==> src/rtl/imem_loader.sv <==
// imem_loader: turns a little-endian byte stream (LEN_LO, LEN_HI, N words) into imem word writes
// and holds the core until the image is complete. Define IMEM_LOADER_CKSUM_EN for a trailing XOR checksum byte.
module imem_loader #(
    parameter  int ROM_SIZE = 512,
    localparam int ADDR_W   = $clog2(ROM_SIZE)
) (
    input  logic              i_clk,
    input  logic              i_rst,
    input  logic              i_rx_valid,
    input  logic [7:0]        i_rx_data,
    output logic              o_rx_ready,
    input  logic              i_reload,
    output logic              o_wr_en,
    output logic [ADDR_W-1:0] o_wr_addr,
    output logic [31:0]       o_wr_data,
    output logic              o_cpu_hold,
    output logic              o_done,
    output logic              o_error,
    output logic [2:0]        o_dbg_state
);
    // rx handshake: a byte moves on every posedge where i_rx_valid and o_rx_ready are both high;
    // o_rx_ready is registered from the next state, so it never depends on i_rx_valid combinationally.
    typedef enum logic [2:0] {
        S_LEN0  = 3'd0,
        S_LEN1  = 3'd1,
        S_DATA  = 3'd2,
`ifdef IMEM_LOADER_CKSUM_EN
        S_CHK   = 3'd3,
`endif
        S_DONE  = 3'd4,
        S_ERROR = 3'd5
    } state_t;

    state_t            r_state, w_state_nx;
    logic [15:0]       r_len, w_len_nx;
    logic [1:0]        r_byte_cnt, w_byte_cnt_nx;
    logic [ADDR_W-1:0] r_word_idx, w_word_idx_nx;
    logic [ADDR_W-1:0] r_wr_addr, w_wr_addr_nx;
    logic [31:0]       r_wr_data, w_wr_data_nx;
    logic              r_wr_en, w_wr_en_nx;
    logic              r_rx_ready, w_rx_ready_nx;
    logic              r_cpu_hold, r_done, r_error;
    logic              w_xfer, w_last_word;
    logic [15:0]       w_len_full;
`ifdef IMEM_LOADER_CKSUM_EN
    logic [7:0]        r_cksum, w_cksum_nx;
`endif

    assign w_xfer      = i_rx_valid & r_rx_ready;
    assign w_len_full  = {i_rx_data, r_len[7:0]};
    assign w_last_word = (32'(r_word_idx) + 32'd1) == 32'(r_len);

    always_ff @(posedge i_clk or posedge i_rst) begin
        if (i_rst) begin
            r_state <= S_LEN0;
        end else begin
            r_state <= w_state_nx;
        end
    end

    always_comb begin
        w_state_nx    = r_state;
        w_len_nx      = r_len;
        w_byte_cnt_nx = r_byte_cnt;
        w_word_idx_nx = r_word_idx;
        w_wr_addr_nx  = r_wr_addr;
        w_wr_data_nx  = r_wr_data;
        w_wr_en_nx    = 1'b0;
`ifdef IMEM_LOADER_CKSUM_EN
        w_cksum_nx    = r_cksum;
`endif
        case (r_state)
            S_LEN0: begin
                if (w_xfer) begin
                    w_len_nx[7:0] = i_rx_data;
                    w_state_nx    = S_LEN1;
                end
            end
            S_LEN1: begin
                if (w_xfer) begin
                    w_len_nx = w_len_full;
                    if (w_len_full == 16'd0 || 32'(w_len_full) > ROM_SIZE) begin
                        w_state_nx = S_ERROR;
                    end else begin
                        w_state_nx = S_DATA;
                    end
                end
            end
            S_DATA: begin
                if (w_xfer) begin
                    w_wr_data_nx[{r_byte_cnt, 3'b000} +: 8] = i_rx_data;
                    w_byte_cnt_nx = r_byte_cnt + 2'd1;
`ifdef IMEM_LOADER_CKSUM_EN
                    w_cksum_nx    = r_cksum ^ i_rx_data;
`endif
                    // Fourth byte completes the word: the write strobe and the state change land on the same edge.
                    if (r_byte_cnt == 2'd3) begin
                        w_wr_en_nx    = 1'b1;
                        w_wr_addr_nx  = r_word_idx;
                        w_word_idx_nx = r_word_idx + ADDR_W'(1);
                        if (w_last_word) begin
`ifdef IMEM_LOADER_CKSUM_EN
                            w_state_nx = S_CHK;
`else
                            w_state_nx = S_DONE;
`endif
                        end
                    end
                end
            end
`ifdef IMEM_LOADER_CKSUM_EN
            S_CHK: begin
                if (w_xfer) begin
                    w_state_nx = (i_rx_data == r_cksum) ? S_DONE : S_ERROR;
                end
            end
`endif
            S_DONE, S_ERROR: begin
                if (i_reload) begin
                    w_state_nx    = S_LEN0;
                    w_len_nx      = 16'd0;
                    w_byte_cnt_nx = 2'd0;
                    w_word_idx_nx = '0;
`ifdef IMEM_LOADER_CKSUM_EN
                    w_cksum_nx    = 8'd0;
`endif
                end
            end
            default: begin
                w_state_nx = S_LEN0;
            end
        endcase
        w_rx_ready_nx = !(w_state_nx == S_DONE || w_state_nx == S_ERROR);
    end

    always_ff @(posedge i_clk or posedge i_rst) begin
        if (i_rst) begin
            r_len      <= 16'd0;
            r_byte_cnt <= 2'd0;
            r_word_idx <= '0;
            r_wr_addr  <= '0;
            r_wr_data  <= 32'd0;
            r_wr_en    <= 1'b0;
            r_rx_ready <= 1'b1;
            r_cpu_hold <= 1'b1;
            r_done     <= 1'b0;
            r_error    <= 1'b0;
`ifdef IMEM_LOADER_CKSUM_EN
            r_cksum    <= 8'd0;
`endif
        end else begin
            r_len      <= w_len_nx;
            r_byte_cnt <= w_byte_cnt_nx;
            r_word_idx <= w_word_idx_nx;
            r_wr_addr  <= w_wr_addr_nx;
            r_wr_data  <= w_wr_data_nx;
            r_wr_en    <= w_wr_en_nx;
            r_rx_ready <= w_rx_ready_nx;
            r_cpu_hold <= (w_state_nx != S_DONE);
            r_done     <= (w_state_nx == S_DONE);
            r_error    <= (w_state_nx == S_ERROR);
`ifdef IMEM_LOADER_CKSUM_EN
            r_cksum    <= w_cksum_nx;
`endif
        end
    end

    assign o_rx_ready  = r_rx_ready;
    assign o_wr_en     = r_wr_en;
    assign o_wr_addr   = r_wr_addr;
    assign o_wr_data   = r_wr_data;
    assign o_cpu_hold  = r_cpu_hold;
    assign o_done      = r_done;
    assign o_error     = r_error;
    assign o_dbg_state = r_state;

endmodule
==> config.mk <==
export PLATFORM = sky130hd
export DESIGN_NAME = imem_loader
export DESIGN_NICKNAME = d
export VERILOG_FILES = /design/src/rtl/imem_loader.sv
export SDC_FILE = /design/constraint.sdc
export NUM_CORES = 1
export LEC_CHECK = 0
export ABC_AREA = 1
export BUFFER_PORTS_ARGS = -buffer_cell sky130_fd_sc_hd__buf_4
export CAP_MARGIN = 20
export CELL_PAD_IN_SITES_DETAIL_PLACEMENT = 1
export CELL_PAD_IN_SITES_GLOBAL_PLACEMENT = 1
export CORE_MARGIN = 4
export CORE_UTILIZATION = 45
export DETAILED_ROUTE_END_ITERATION = 8
export PLACE_DENSITY_LB_ADDON = 0.1
export SYNTH_ARGS = -nofsm -noshare
export SYNTH_HDL_FRONTEND = slang
export SYNTH_SLANG_ARGS = --single-unit
==> constraint.sdc <==
create_clock -name i_clk -period 7.16 [get_ports i_clk]
set_input_delay 1.432 -clock i_clk [delete_from_list [all_inputs] [get_ports i_clk]]
set_output_delay 1.432 -clock i_clk [all_outputs]
set_load 0.05 [all_outputs]
**Word level (Yosys, flattened, before mapping)**

Index checks and enable logic that the tools add are counted.

- Muxes and demuxes: 24
- Magnitude comparators: 1
- $add $sub $neg: 4
- Equality and inequality tests: 14
- Bitwise operators: 2
- Reduce and logical (&&, ||, !) cells: 15
- Shifts and indexed selects: 2

Operators by type and width:

| kind | count |
|---|---|
| 32-bit bitwise mux | 1 |
| 16-bit two-way mux | 2 |
| 8-bit by 7-bit variable shift with 32-bit output (first input constant) | 1 |
| 8-bit by 7-bit indexed part select with 32-bit output | 1 |
| 9-bit two-way mux | 3 |
| 8-bit one-hot mux with 3 select lines | 1 |
| 3-bit two-way mux | 7 |
| 9-bit one-hot mux with 2 select lines | 1 |
| 10-bit by 16-bit == test with 1-bit output | 1 |
| 16-bit by 10-bit greater-than comparator with 1-bit output (second input constant) | 1 |
| 16-bit zero test | 1 |
| 8-bit one-hot mux with 2 select lines | 1 |
| 3-bit == test (second input constant) | 4 |
| 3-bit one-hot mux with 4 select lines | 1 |
| 9-bit by 1-bit adder with 10-bit output (second input constant) | 1 |
| 2-bit inequality test (second input constant) | 5 |
| 9-bit by 1-bit adder with 9-bit output (second input constant) | 1 |
| 3-bit AND reduction | 3 |
| 8-bit two-way mux | 1 |
| 4-bit AND reduction | 2 |
| 5-bit negation with 7-bit output | 1 |
| 2-bit nonzero test | 3 |
| 2-bit two-way mux | 2 |
| 2-bit one-hot mux with 2 select lines | 1 |
| other kinds (13) | 16 |

- Word-level logic and storage cells: 74
- Input port bits: 12
- Flip-flop bits (word level): 76

**Logic depth before layout (Yosys ltp)**

Gate-level depths: netlist of run 1.

- Word-level depth: 9
- Gate-level depth with buffers: 12

**Worst setup path before layout of run 1**

OpenSTA, ideal clock, no wires.

- Kind: input -> register
- From: in i_rx_data[2]
- To: reg r_done, in the netlist o_done
- Data arrival time: 2.237 ns
- Setup time: 0.130 ns
- Cell stages on the path: 8
- Path slack: 4.793 ns
- Data required time: 7.030 ns
- Cells stage by stage: nor2_1 -> nand3_1 -> nor2_1 -> nand2_1 -> nand2_1 -> nand2_1 -> a21oi_1 -> a21oi_1

- Longest elaborated chain between the ends: 6
- Elaborated cells between the ends (all ways): 7
- Classes of those cells: order compare (1); eq/ne (1); mux (3); reduce/logical (2)

Ends and longest elaborated chain:

| element | line | source |
|---|---|---|
| start, declared | 10 | `input logic [7:0] i_rx_data,` |
| 16-bit by 10-bit greater-than comparator with 1-bit output / 16-bit zero test (equally long branches) | 82 | `if (w_len_full == 16'd0 \|\| 32'(w_len_full) > ROM_SIZE) begin` |
| 1-bit logical OR * | 82 |  |
| 3-bit two-way mux * | 82 |  |
| 3-bit two-way mux * | 80 | `if (w_xfer) begin` |
| 3-bit one-hot mux with 4 select lines * | 72 | `case (r_state)` |
| 3-bit == test * | 160 | `r_done <= (w_state_nx == S_DONE);` |
| end signal, assigned | 160 |  |
| end, declared | 42 | `logic r_cpu_hold, r_done, r_error;` |

Every way passes the cells marked *; elsewhere a longest branch is shown, timed or not.
A chain may end at the register's enable or synchronous reset.

**Worst setup path in the final report of run 1**

- From: in i_rx_valid
- To: reg r_word_idx[0]

- Longest elaborated chain between the ends: 3

Ends and longest elaborated chain:

| element | line | source |
|---|---|---|
| start, declared | 9 | `input logic i_rx_valid,` |
| 1-bit AND | 49 | `assign w_xfer = i_rx_valid & r_rx_ready;` |
| 2-bit inequality test (no line) | -- |  |
| 4-bit AND reduction (no line) | -- |  |
| end signal, assigned | 154 | `r_word_idx <= w_word_idx_nx;` |
| end, declared | 37 | `logic [ADDR_W-1:0] r_word_idx, w_word_idx_nx;` |

No other way between the ends.

==> load_flow_metrics.sql, run 1 <==
INSERT INTO impl_metrics (metric_group, metric, value, unit) VALUES
('die', 'row_count', '33', ''),
('logic_synthesis', 'synthesis.area', '0.00380', 'sq mm'),
('pwr', 'vdd.ir_drop.worst', '0.0952', 'mV'),
('layout', 'fin_area', '0.00463', 'sq mm'),
('pwr', 'power_per_cell_area', '312', 'mW/mm^2'),
('layout', 'antenna-diode-count', '0', ''),
('clock_tree', 'clock_insertion_delay_worst_skew', '350', 'ps'),
('clock_tree', 'cts_sinks', '76', ''),
('outcome', 'status', 'finished, final reports clean', ''),
('critical_path', 'maximum_single_stage_delay_on_the_critical_path', '340', 'ps'),
('placement', 'dp.final_hpwl', '7.29', 'mm'),
('clock_tree', 'cts-hold-fix-buffers', '0', ''),
('sta', 'timing.final.hold_violations', '0', ''),
('sta', 'timing_max_transition_violations_final', '0', ''),
('sta', 'timing.slew.headroom', '0.344', ''),
('critical_path', 'worst_setup_path_start_kind', 'primary input', ''),
('placement', 'placed_area', '0.00434', 'sq mm'),
('placement', 'place.port_buffers', '60', ''),
('sta', 'timing.final.crit_period', '2520', 'ps'),
('clock_tree', 'cts_resized', '0', ''),
('route', 'detail_route.wirelength', '10.4', 'mm'),
('logic_synthesis', 'ys_ff_latch', '76', ''),
('pwr', 'leakage', '2.49', 'nW'),
('global_routing', 'number_of_antenna_violations_at_the_first_check_in_global_routing', '0', ''),
('layout', 'fin_cells', '633', ''),
('die', 'placeableCoreArea', '0.00822', 'sq mm'),
('critical_path', 'critical_path_data_required_time', '7390', 'ps'),
('clock_tree', 'cts_root_buf', 'sky130_fd_sc_hd__clkbuf_8', ''),
('critical_path', 'cp.buffers_inverters', '3', ''),
('sta', 'tightestPinTransition', '976', 'ps'),
('logic_synthesis', 'synth.yosys.seq_area_share', '0.501', ''),
('critical_path', 'timing.reg2reg.setup_slack', '4780', 'ps'),
('critical_path', 'timing.critical_path.cells', 'buf_4 > nand2_1 > inv_1 > nand2_4 > nor2_8 > inv_2 > nor2_1 > o21bai_1', ''),
('sta', 'min_period_over_period', '0.352', ''),
('critical_path', 'cp.arrival', '2750', 'ps'),
('global_routing', 'vias_in_the_first_global_route', '3567', ''),
('sta', 'number_of_endpoints_failing_setup_at_the_final_stage', '0', ''),
('clock_tree', 'worst_setup_hold_path_clk_slew', '90', 'ps'),
('logic_synthesis', 'postSynth.topFlopCell', 'sky130_fd_sc_hd__dfrtp_1', ''),
('layout', 'area_delta_synth_final', '22.0', '%'),
('layout', 'layout.core_utilization', '0.564', ''),
('route', 'drtPass1Iterations', '4', ''),
('die', 'boundaryPins', '61', ''),
('sta', 'timing.setup.tns', '0', 'ps'),
('critical_path', 'worst_r2r_startpoint', 'r_byte_cnt[0]', ''),
('logic_synthesis', 'syn-num-nets', '480', ''),
('critical_path', 'crit_path_end_kind', 'flip-flop', ''),
('critical_path', 'rr_endpoint', 'o_wr_data[4]', ''),
('route', 'postRouteAntennaNets', '0', ''),
('clock_tree', 'clock_path_buffers', '2', ''),
('logic_synthesis', 'netlist_instances', '461', ''),
('route', 'vias', '3288', ''),
('die', 'die_y', '99.9', 'um'),
('hold_path', 'hold_end', 'r_len[14]', ''),
('layout', 'nets_final', '542', ''),
('route', 'wire_per_inst', '16.4', 'um'),
('route', 'via_per_inst', '5.19', ''),
('layout', 'register_area', '0.00190', 'sq mm'),
('clock_tree', 'clock_tree_from_tritoncts', 'done', ''),
('logic_synthesis', 'edff_count_synth', '0', ''),
('logic_synthesis', 'synth.distinct_cells', '31', ''),
('sta', 'maxClockFrequency', '0.397', 'GHz'),
('layout', 'fillers', '1031', ''),
('hold_path', 'timing.hold.worst.class', 'reg2reg', ''),
('logic_synthesis', 'share_of_synthesized_registers_carrying_an_async_set_or_reset', '1.00', ''),
('global_routing', 'largest_net_degree_at_the_start_of_global_routing', '77', ''),
('layout', 'layout-drive-gt1-share', '0.205', ''),
('die', 'die-area', '0.00998', 'sq mm'),
('hold_path', 'worst_hold_path_stage_count', '2', ''),
('route', 'post-route-drc-count', '0', ''),
('sta', 'fin_worst_skew', '7.37', 'ps');
worst max path at each step:
stage | startpoint | to | slack [ps] | cells after the start
3_5_place_dp | i_rx_valid | r_word_idx[0] | 4250 | 8
4_1_cts | i_rx_valid | r_word_idx[0] | 4610 | 8
2_1_floorplan | i_rst | o_dbg_state[0] | 3790 | 1
6_report | i_rx_valid | r_word_idx[0] | 4640 | 8
3_3_place_gp | i_rx_valid | r_word_idx[0] | 4350 | 8
5_1_grt | i_rx_valid | r_word_idx[0] | 4510 | 8
where the power goes:
part / internal [W] / leakage (nW) / switching [W]
Sequential: 0.000500 / 1.02 / 0.0000447
Clock: 0.000312 / 0.147 / 0.000169
Combinational: 0.000122 / 1.31 / 0.000299
Total: 0.000934 / 2.49 / 0.000513
cells by family after synthesis:
family | count (synthesis) | synth area share
AO/OA/AOI/OAI | 76 | 0.112
AND/OR/NAND/NOR | 232 | 0.291
buffers and inverters | 70 | 0.0728
flip-flops | 76 | 0.501
adder cells (fa/ha/maj) | 7 | 0.0231
metal layers:
layer,share of wire,vias to the layer above,GRT usage
met3,0.029,12,0.0417
met4,0.013,0,0.0567
met1,0.44,1609,0.278
met5,0,-,0
met2,0.52,50,0.391
li1,-,1617,-
metrics by stage:
stage	hold WS (ps)	worst slack [ps]
2_1_floorplan	452	3790
3_3_place_gp	465	4350
3_5_place_dp	469	4250
4_1_cts	490	4610
5_1_grt	524	4510
6_report	487	4640
cell usage in the layout, fill, tap and decap left out, types with 9 or more instances in the layout:
cell type / Yosys / layout
sky130_fd_sc_hd__buf_4: 2 / 61
sky130_fd_sc_hd__nand3_1: 59 / 59
sky130_fd_sc_hd__o21ai_0: 38 / 38
sky130_fd_sc_hd__dfrtp_1: 74 / 74
sky130_fd_sc_hd__nand2_1: 107 / 107
sky130_fd_sc_hd__a21oi_1: 17 / 17
sky130_fd_sc_hd__inv_1: 55 / 54
sky130_fd_sc_hd__nor2_1: 36 / 36
sky130_fd_sc_hd__o21ai_1: 9 / 9
sky130_fd_sc_hd__clkbuf_8: 0 / 10
registers in the layout (all words and copies together) (netlist names):
register / flops
o_cpu_hold: 1
o_dbg_state: 3
o_wr_data: 32
o_done: 1
r_word_idx: 9
o_wr_addr: 9
r_len: 16
o_wr_en: 1
o_error: 1
r_byte_cnt: 2
o_rx_ready: 1
cells in the mapped netlist (all sizes together), types with 2 or more instances:
cell type | number | area (sq um)
o31ai | 5 | 37.5
o21ai | 47 | 235
nor2 | 47 | 253
o22ai | 3 | 18.8
nor3 | 3 | 26.3
dfstp | 2 | 52.6
o21bai | 2 | 15.0
buf | 7 | 40.0
clkbuf | 3 | 11.3
a21oi | 17 | 85.1
nand2 | 114 | 460
dfrtp | 74 | 1850
nand3 | 62 | 325
ha | 7 | 87.6
nand4 | 4 | 25.0
inv | 59 | 221
final cells by class:
class | count | area share
Tap cell | 105 | 0.0284
Clock inverter | 6 | 0.0343
Timing Repair Buffer | 61 | 0.0988
Multi-Input combinational cell | 315 | 0.349
Sequential cell | 76 | 0.411
Clock buffer | 10 | 0.0297
Inverter | 60 | 0.0486
worst min-delay path, cell delays in order, from the launching register on:
cell and delay [ps]:
sky130_fd_sc_hd__dfrtp_1 350, sky130_fd_sc_hd__nand2_1 50, sky130_fd_sc_hd__o31ai_1 50
Power figures use the tool's default switching activity.
==> inputs of run 2 (changes only) <==
--- a/config.mk
+++ b/config.mk
@@ -11,7 +11,7 @@
 export CELL_PAD_IN_SITES_DETAIL_PLACEMENT = 1
 export CELL_PAD_IN_SITES_GLOBAL_PLACEMENT = 1
 export CORE_MARGIN = 4
-export CORE_UTILIZATION = 45
+export CORE_UTILIZATION = 38
 export DETAILED_ROUTE_END_ITERATION = 8
 export PLACE_DENSITY_LB_ADDON = 0.1
 export SYNTH_ARGS = -nofsm -noshare
==> constraint.sdc (replaced) <==
create_clock -name i_clk -period 2.3 [get_ports i_clk]
set_input_delay 0.46 -clock i_clk [delete_from_list [all_inputs] [get_ports i_clk]]
set_output_delay 0.46 -clock i_clk [all_outputs]
set_load 0.05 [all_outputs]
==> load_flow_metrics.sql, run 2 (same netlist as run 1, synthesis figures left out) <==
INSERT INTO impl_metrics (metric_group, metric, value, unit) VALUES
('sta', 'timing.slew.headroom', '0.599', ''),
('critical_path', 'critical_path_data_required_time', '2570', 'ps'),
('route', 'detail_route.wirelength.met1', '4.63', 'mm'),
('sta', 'timing_max_transition_violations_final', '0', ''),
('route', 'wire_per_inst', '15.6', 'um'),
('placement', 'place.port_buffers', '60', ''),
('sta', 'rsz0062_at_grt', 'no', ''),
('layout', 'layout.cells.most_common', 'sky130_fd_sc_hd__nand2_1', ''),
('clock_tree', 'cts_sinks', '76', ''),
('sta', 'tightestPinTransition', '600', 'ps'),
('layout', 'area_delta_synth_final', '22.4', '%'),
('critical_path', 'critical-path-slowest-cell', 'sky130_fd_sc_hd__dfrtp_1', ''),
('clock_tree', 'cts.repair_timing.setup_buffer_count', '0', ''),
('placement', 'place.gp.congestion', '0.850', ''),
('sta', 'min_period_over_period', '0.795', ''),
('placement', 'post-place-cells', '651', ''),
('critical_path', 'worst-path-max-fanout', '20', ''),
('route', 'topRoutingLayerUsed', 'met4', ''),
('global_routing', 'number_of_antenna_violations_at_the_first_check_in_global_routing', '0', ''),
('die', 'floorplan.initialDensity', '0.389', ''),
('clock_tree', 'cts_made_buffers', '9', ''),
('pwr', 'power', '0.00416', 'W'),
('sta', 'timing.final.crit_period', '1830', 'ps'),
('global_routing', 'vias_in_the_first_global_route', '3558', ''),
('route', 'vias', '3335', ''),
('pwr', 'leakage', '2.47', 'nW'),
('layout', 'fillers', '1202', ''),
('sta', 'timing.final.hold_violations', '0', ''),
('clock_tree', 'clock_insertion_delay_worst_skew', '350', 'ps'),
('route', 'via_per_inst', '5.00', ''),
('critical_path', 'crit_path_end_kind', 'flip-flop', ''),
('route', 'met3_length', '344', 'um'),
('placement', 'dp.final_hpwl', '7.80', 'mm'),
('die', 'die_y', '108', 'um'),
('sta', 'timing.setup.tns', '0', 'ps'),
('critical_path', 'cp.arrival', '2100', 'ps'),
('layout', 'largest_register_ffs', '32', ''),
('placement', 'placed_area', '0.00443', 'sq mm'),
('die', 'row_count', '36', ''),
('layout', 'antenna-diode-count', '0', ''),
('hold_path', 'timing.hold.worst.class', 'in2async', ''),
('sta', 'maxClockFrequency', '0.547', 'GHz'),
('clock_tree', 'h-tree-depth', '3', ''),
('critical_path', 'worst-r2r-cell-count', '6', ''),
('die', 'boundaryPins', '61', ''),
('route', 'drtPass1Iterations', '4', ''),
('outcome', 'status', 'finished, final reports clean', ''),
('clock_tree', 'clock_path_buffers', '2', ''),
('critical_path', 'maximum_single_stage_delay_on_the_critical_path', '460', 'ps'),
('route', 'routed-wl-met2', '5.27', 'mm'),
('layout', 'layout-drive-gt1-share', '0.212', ''),
('route', 'postRouteAntennaNets', '0', ''),
('sta', 'finalHoldWorstSlack', '172', 'ps'),
('critical_path', 'worst_setup_path_start_kind', 'flip-flop', ''),
('die', 'placeableCoreArea', '0.00977', 'sq mm'),
('route', 'drt_first_iter_violations', '119', ''),
('global_routing', 'grt_first_pass_wirelength', '17.9', 'mm'),
('global_routing', 'largest_net_degree_at_the_start_of_global_routing', '36', ''),
('layout', 'final_cell_mix', '107 x sky130_fd_sc_hd__nand2_1, 74 x sky130_fd_sc_hd__dfrtp_1, 66 x sky130_fd_sc_hd__buf_4, 59 x sky130_fd_sc_hd__nand3_1, 54 x sky130_fd_sc_hd__inv_1', ''),
('route', 'detail_route.wirelength', '10.4', 'mm'),
('global_routing', 'total_congestion_overflow', '0', ''),
('sta', 'number_of_endpoints_failing_setup_at_the_final_stage', '0', ''),
('clock_tree', 'cts_resized', '0', ''),
('clock_tree', 'clock_tree_from_tritoncts', 'done', ''),
('critical_path', 'timing.critical_path.cells', 'nor3_4 > nand2_4 > nor2_8 > inv_2 > nor2_1 > o21bai_1', ''),
('pwr', 'vdd.ir_drop.worst', '0.326', 'mV'),
('route', 'post-route-drc-count', '0', ''),
('layout', 'nets_final', '548', ''),
('die', 'floorplan.die.width', '108', 'um'),
('layout', 'fin_cells', '667', ''),
('layout', 'fin_area', '0.00465', 'sq mm'),
('die', 'die-area', '0.0117', 'sq mm'),
('clock_tree', 'cts-hold-fix-buffers', '0', ''),
('sta', 'fin_worst_skew', '7.46', 'ps'),
('clock_tree', 'cts_root_buf', 'sky130_fd_sc_hd__clkbuf_8', ''),
('global_routing', 'global_route.usage.total', '0.195', ''),
('clock_tree', 'worst_setup_hold_path_clk_slew', '80', 'ps'),
('flow_run', 'max_cap_viol_count', '0', ''),
('pwr', 'power_per_cell_area', '895', 'mW/mm^2'),
('critical_path', 'setup.worst_path.class', 'reg2reg', '');
-- run 2: cell count changes in the layout (fill, tap and decap cells not counted), sizes merged --
cell,previous run,this run
buf,61,67
bufinv,5,2
clkinv,2,3
clkinvlp,0,3
inv,59,58
-- run 2: area by class of cell --
type | count | area (sq um) | share of cell area
sequential | 76 | 1900 | 0.410
clock buffer | 10 | 128 | 0.0274
timing repair buffer | 67 | 515 | 0.111
inverter | 60 | 229 | 0.0492
clock inverter | 6 | 88.8 | 0.0191
multi-input combinational | 315 | 1620 | 0.348
tap | 133 | 166 | 0.0358
-- run 2: path summary, 6_finish.rpt --
check                          startpoint  slack, ps            end
setup reg to reg           o_dbg_state[2]        470  r_word_idx[0]
max in group asynchronous           i_rst       1490  o_wr_data[18]
min in group i_clk           i_rx_data[4]        400  o_wr_data[20]
hold / removal                      i_rst        170   o_wr_data[5]
setup / recovery           o_dbg_state[2]        470  r_word_idx[0]
hold reg to reg                 r_len[15]        490      r_len[15]
-- run 2: per-layer routing --
metal / up-vias / track usage
li1: 1625 / -
met1: 1635 / 0.245
met2: 61 / 0.339
met3: 14 / 0.0364
met4: 0 / 0.0649
met5: - / 0
-- run 2: worst max-delay path: cells and delay by family, from the launching register on --
| kind | cells | cell delay, ps |
|---|---|---|
| and+or+nand+nor | 4 | 940 |
| DFF | 1 | 460 |
| buffers and inverters | 1 | 190 |
| AOI/OAI and AO/OA | 1 | 130 |
-- run 2: where the power goes --
group	leakage [nW]	switching [W]	total, W	internal (W)
combinational	1.34	0.000932	0.00133	0.000396
clock	0.102	0.000524	0.00114	0.000612
sequential	1.02	0.000140	0.00170	0.00156
total	2.47	0.00160	0.00416	0.00256
-- run 2: per-stage QoR --
stage,util,setup WS [ps]
after floorplan,-,336
after global placement,0.454,474
after detailed placement,0.454,442
after CTS,0.476,448
after global routing,0.476,292
final,0.476,472
==> inputs of run 3 (changes only) <==
--- a/config.mk
+++ b/config.mk
@@ -5,7 +5,7 @@
 export SDC_FILE = /design/constraint.sdc
 export NUM_CORES = 1
 export LEC_CHECK = 0
-export ABC_AREA = 1
+export ABC_AREA = 0
 export BUFFER_PORTS_ARGS = -buffer_cell sky130_fd_sc_hd__buf_4
 export CAP_MARGIN = 20
 export CELL_PAD_IN_SITES_DETAIL_PLACEMENT = 1
==> constraint.sdc (replaced) <==
create_clock -name i_clk -period 1.6 [get_ports i_clk]
set_input_delay 0.32 -clock i_clk [delete_from_list [all_inputs] [get_ports i_clk]]
set_output_delay 0.32 -clock i_clk [all_outputs]
set_load 0.05 [all_outputs]
==> load_flow_metrics.sql, run 3 <==
INSERT INTO impl_metrics (metric_group, metric, value, unit) VALUES
('clock_tree', 'clock_insertion_delay_worst_skew', '360', 'ps'),
('layout', 'layout.cells.most_common', 'sky130_fd_sc_hd__nand2_1', ''),
('pwr', 'swShare', '0.352', ''),
('placement', 'dp.final_hpwl', '7.56', 'mm'),
('clock_tree', 'cts_sinks', '76', ''),
('logic_synthesis', 'most_instantiated_library_cell_after_synthesis', 'sky130_fd_sc_hd__nand2_1', ''),
('logic_synthesis', 'syn-num-nets', '419', ''),
('critical_path', 'timing.reg2reg.setup_slack', '-380', 'ps'),
('critical_path', 'worst_setup_path_start_kind', 'flip-flop', ''),
('hold_path', 'timing.hold.worst.class', 'in2async', ''),
('die', 'row_count', '35', ''),
('critical_path', 'critical-path-slowest-cell', 'sky130_fd_sc_hd__dfrtp_1', ''),
('layout', 'multiInputGateArea', '0.00194', 'sq mm'),
('critical_path', 'maximum_single_stage_delay_on_the_critical_path', '410', 'ps'),
('critical_path', 'crit_path_end_kind', 'flip-flop', ''),
('placement', 'place.port_buffers', '60', ''),
('logic_synthesis', 'synth.distinct_cells', '50', ''),
('pwr', 'leakage', '2.59', 'nW'),
('pwr', 'vdd.ir_drop.worst', '0.471', 'mV'),
('sta', 'maxClockFrequency', '0.504', 'GHz'),
('pwr', 'share_clk_of_total_power', '0.277', ''),
('layout', 'antenna-diode-count', '0', ''),
('route', 'post-route-drc-count', '0', ''),
('sta', 'tightestPinTransition', '435', 'ps'),
('clock_tree', 'cts-hold-fix-buffers', '0', ''),
('global_routing', 'grt_first_pass_wirelength', '18.3', 'mm'),
('logic_synthesis', 'syn-mean-instance-area', '8.91', 'sq um'),
('critical_path', 'count_of_cell_instances_traversed_by_the_critical_path', '7', ''),
('clock_tree', 'clock_path_buffers', '2', ''),
('critical_path', 'crit_top_cell', 'sky130_fd_sc_hd__or2_1', ''),
('route', 'wire_per_inst', '18.2', 'um'),
('pwr', 'total_switching_power', '0.00217', 'W'),
('sta', 'timing.slew.headroom', '0.710', ''),
('clock_tree', 'cts_made_buffers', '9', ''),
('critical_path', 'cp-startpoint', 'r_word_idx[5]', ''),
('layout', 'register_area', '0.00191', 'sq mm'),
('logic_synthesis', 'edff_count_synth', '0', ''),
('die', 'floorplan.initialDensity', '0.387', ''),
('global_routing', 'global_route.usage.total', '0.209', ''),
('logic_synthesis', 'synthesis.area', '0.00356', 'sq mm'),
('critical_path', 'worst-r2r-cell-count', '7', ''),
('logic_synthesis', 'share_of_synthesized_registers_carrying_an_async_set_or_reset', '1.00', ''),
('outcome', 'failed_checks', 'setup timing', ''),
('die', 'boundaryPins', '61', ''),
('layout', 'nets_final', '564', ''),
('sta', 'layout_setup_ws', '-384', 'ps'),
('layout', 'layout-drive-gt1-share', '0.409', ''),
('pwr', 'comb_power_share', '0.335', ''),
('critical_path', 'crit_family', 'simple AND/OR/NAND/NOR gates', ''),
('sta', 'timing.final.hold_violations', '0', ''),
('route', 'vias', '3461', ''),
('critical_path', 'timing.critical_path.cells', 'nand4_1 > or2_1 > and3_4 > nor4_4 > nor4b_4 > buf_4 > or2_1', ''),
('critical_path', 'rr_endpoint', 'o_dbg_state[2]', ''),
('pwr', 'power_per_cell_area', '1130', 'mW/mm^2'),
('logic_synthesis', 'netlist.top_cell.by_area', 'sky130_fd_sc_hd__dfrtp_1', ''),
('global_routing', 'vias_in_the_first_global_route', '3618', ''),
('global_routing', 'total_congestion_overflow', '0', ''),
('route', 'detail_route.wirelength', '12.0', 'mm'),
('sta', 'fin_worst_skew', '8.00', 'ps'),
('critical_path', 'critPathCapture', 'o_dbg_state[2]', ''),
('global_routing', 'largest_net_degree_at_the_start_of_global_routing', '77', ''),
('layout', 'area_delta_synth_final', '52.5', '%'),
('sta', 'finalHoldWorstSlack', '48.9', 'ps'),
('placement', 'pre_cts_ws', '-319', 'ps'),
('logic_synthesis', 'synth.yosys.seq_area_share', '0.534', ''),
('outcome', 'status', 'finished with violations', ''),
('critical_path', 'critical_path_data_required_time', '1850', 'ps'),
('logic_synthesis', 'yosys_warn_count', '0', ''),
('critical_path', 'setup.worst_path.class', 'reg2reg', ''),
('die', 'die_y', '105', 'um'),
('die', 'floorplan.die.width', '105', 'um'),
('pwr', 'internal_power', '0.00399', 'W'),
('die', 'placeableCoreArea', '0.00920', 'sq mm'),
('pwr', 'power.share.sequential', '0.388', ''),
('sta', 'rsz0062_at_grt', 'yes', ''),
('logic_synthesis', 'postSynth.topFlopCell', 'sky130_fd_sc_hd__dfrtp_1', ''),
('placement', 'place.gp.congestion', '0.799', ''),
('clock_tree', 'cts_root_buf', 'sky130_fd_sc_hd__clkbuf_8', ''),
('die', 'die-area', '0.0110', 'sq mm'),
('sta', 'min_period_over_period', '1.24', ''),
('critical_path', 'worst-path-max-fanout', '4', ''),
('clock_tree', 'h-tree-depth', '3', ''),
('sta', 'timing.final.crit_period', '1980', 'ps'),
('critical_path', 'cp.buffers_inverters', '1', ''),
('route', 'drtPass1Iterations', '5', ''),
('route', 'drt_first_iter_violations', '123', ''),
('clock_tree', 'clock_tree_from_tritoncts', 'done', ''),
('critical_path', 'worst_r2r_startpoint', 'r_word_idx[5]', ''),
('global_routing', 'number_of_antenna_violations_at_the_first_check_in_global_routing', '0', ''),
('sta', 'timing_max_transition_violations_final', '0', ''),
('flow_run', 'max_cap_viol_count', '0', ''),
('critical_path', 'cp.arrival', '2230', 'ps'),
('layout', 'fillers', '1041', ''),
('logic_synthesis', 'netlist.area_leader.share', '0.520', ''),
('layout', 'largest_register_ffs', '32', ''),
('sta', 'number_of_endpoints_failing_setup_at_the_final_stage', '17', ''),
('clock_tree', 'worst_setup_hold_path_clk_slew', '80', 'ps'),
('logic_synthesis', 'ys_top_cells_by_area', 'sky130_fd_sc_hd__dfrtp_1 52%, sky130_fd_sc_hd__nand2_1 15%, sky130_fd_sc_hd__o21ai_0 5.5%', ''),
('route', 'postRouteAntennaNets', '0', ''),
('logic_synthesis', 'netlist_instances', '400', ''),
('route', 'via_per_inst', '5.24', ''),
('logic_synthesis', 'ys_ff_latch', '76', ''),
('layout', 'final_cell_mix', '133 x sky130_fd_sc_hd__nand2_1, 132 x sky130_fd_sc_hd__buf_4, 68 x sky130_fd_sc_hd__dfrtp_1, 44 x sky130_fd_sc_hd__o21ai_1, 11 x sky130_fd_sc_hd__o21ai_0', ''),
('logic_synthesis', 'synthTopCellsByCount', '147 x sky130_fd_sc_hd__nand2_1, 74 x sky130_fd_sc_hd__dfrtp_1, 39 x sky130_fd_sc_hd__o21ai_0, 20 x sky130_fd_sc_hd__o21ai_1, 13 x sky130_fd_sc_hd__nor2_1', '');
[run 3: area by class of cell]
class / instances / share of cell area
Clock buffer: 11 / 0.0260
Timing Repair Buffer: 144 / 0.215
Sequential cell: 76 / 0.352
Tap cell: 111 / 0.0256
Clock inverter: 5 / 0.0154
Multi-Input combinational cell: 307 / 0.358
Inverter: 7 / 0.00829
[run 3: worst min-delay path, delay by kind of cell]
kind | cells | cell delay, ps
buffers and inverters | 3 | 520
[run 3: cell families after synthesis]
group | Yosys count | synth area share
xor gates and xnor gates | 13 | 0.0320
adders and majority gates | 7 | 0.0246
and+or+nand+nor | 210 | 0.274
buffers and inverters | 21 | 0.0235
DFF | 76 | 0.534
AOI/OAI and AO/OA | 73 | 0.112
[run 3: power by group through the flow]
stage | clock [W] | combinational (W) | sequential (W)
global placement | 0 | 0.00162 | 0.00239
global route | 0.00183 | 0.00224 | 0.00242
floorplan | 0 | 0.000836 | 0.00265
finish | 0.00171 | 0.00206 | 0.00239
detailed placement | 0 | 0.00166 | 0.00240
CTS | 0.00173 | 0.00178 | 0.00237
[run 3: what timing repair did]
action | CTS | global route
pin swaps | 14 | 19
resized for setup | 19 | 61
setup endpoints to repair | 18 | 67
gates cloned | 0 | 4
buffers inserted | 10 | 18
[run 3: how the worst min path moves through the flow]
stage	start	to	slack, ps	depth (start not counted)
5_1_grt	i_rst	o_wr_addr[6]	90	3
3_5_place_dp	o_wr_addr[3]	o_wr_addr[3]	470	2
6_report	i_rst	o_wr_en	50	3
4_1_cts	i_rst	o_wr_en	80	3
2_1_floorplan	i_rx_data[0]	o_wr_data[0]	450	2
3_3_place_gp	o_wr_addr[3]	o_wr_addr[3]	460	2
[run 3: per-layer routing]
metal | global-route usage | up-vias | part of all wire
li1 | - | 1631 | -
met1 | 0.259 | 1732 | 0.42
met2 | 0.349 | 74 | 0.52
met3 | 0.0494 | 24 | 0.037
met4 | 0.0872 | 0 | 0.026
met5 | 0 | - | 0
[run 3: through the flow]
stage | std cells | total power, W | setup TNS [ps] | util | instance area, sq um
floorplan | 400 | 0.00348 | -6610 | - | 3750
global placement | 613 | 0.00401 | -1410 | 0.502 | 4620
detailed placement | 613 | 0.00406 | -1690 | 0.502 | 4620
CTS | 639 | 0.00588 | -1550 | 0.544 | 5000
global route | 661 | 0.00649 | -4120 | 0.591 | 5430
finish | 661 | 0.00616 | -1990 | 0.591 | 5430
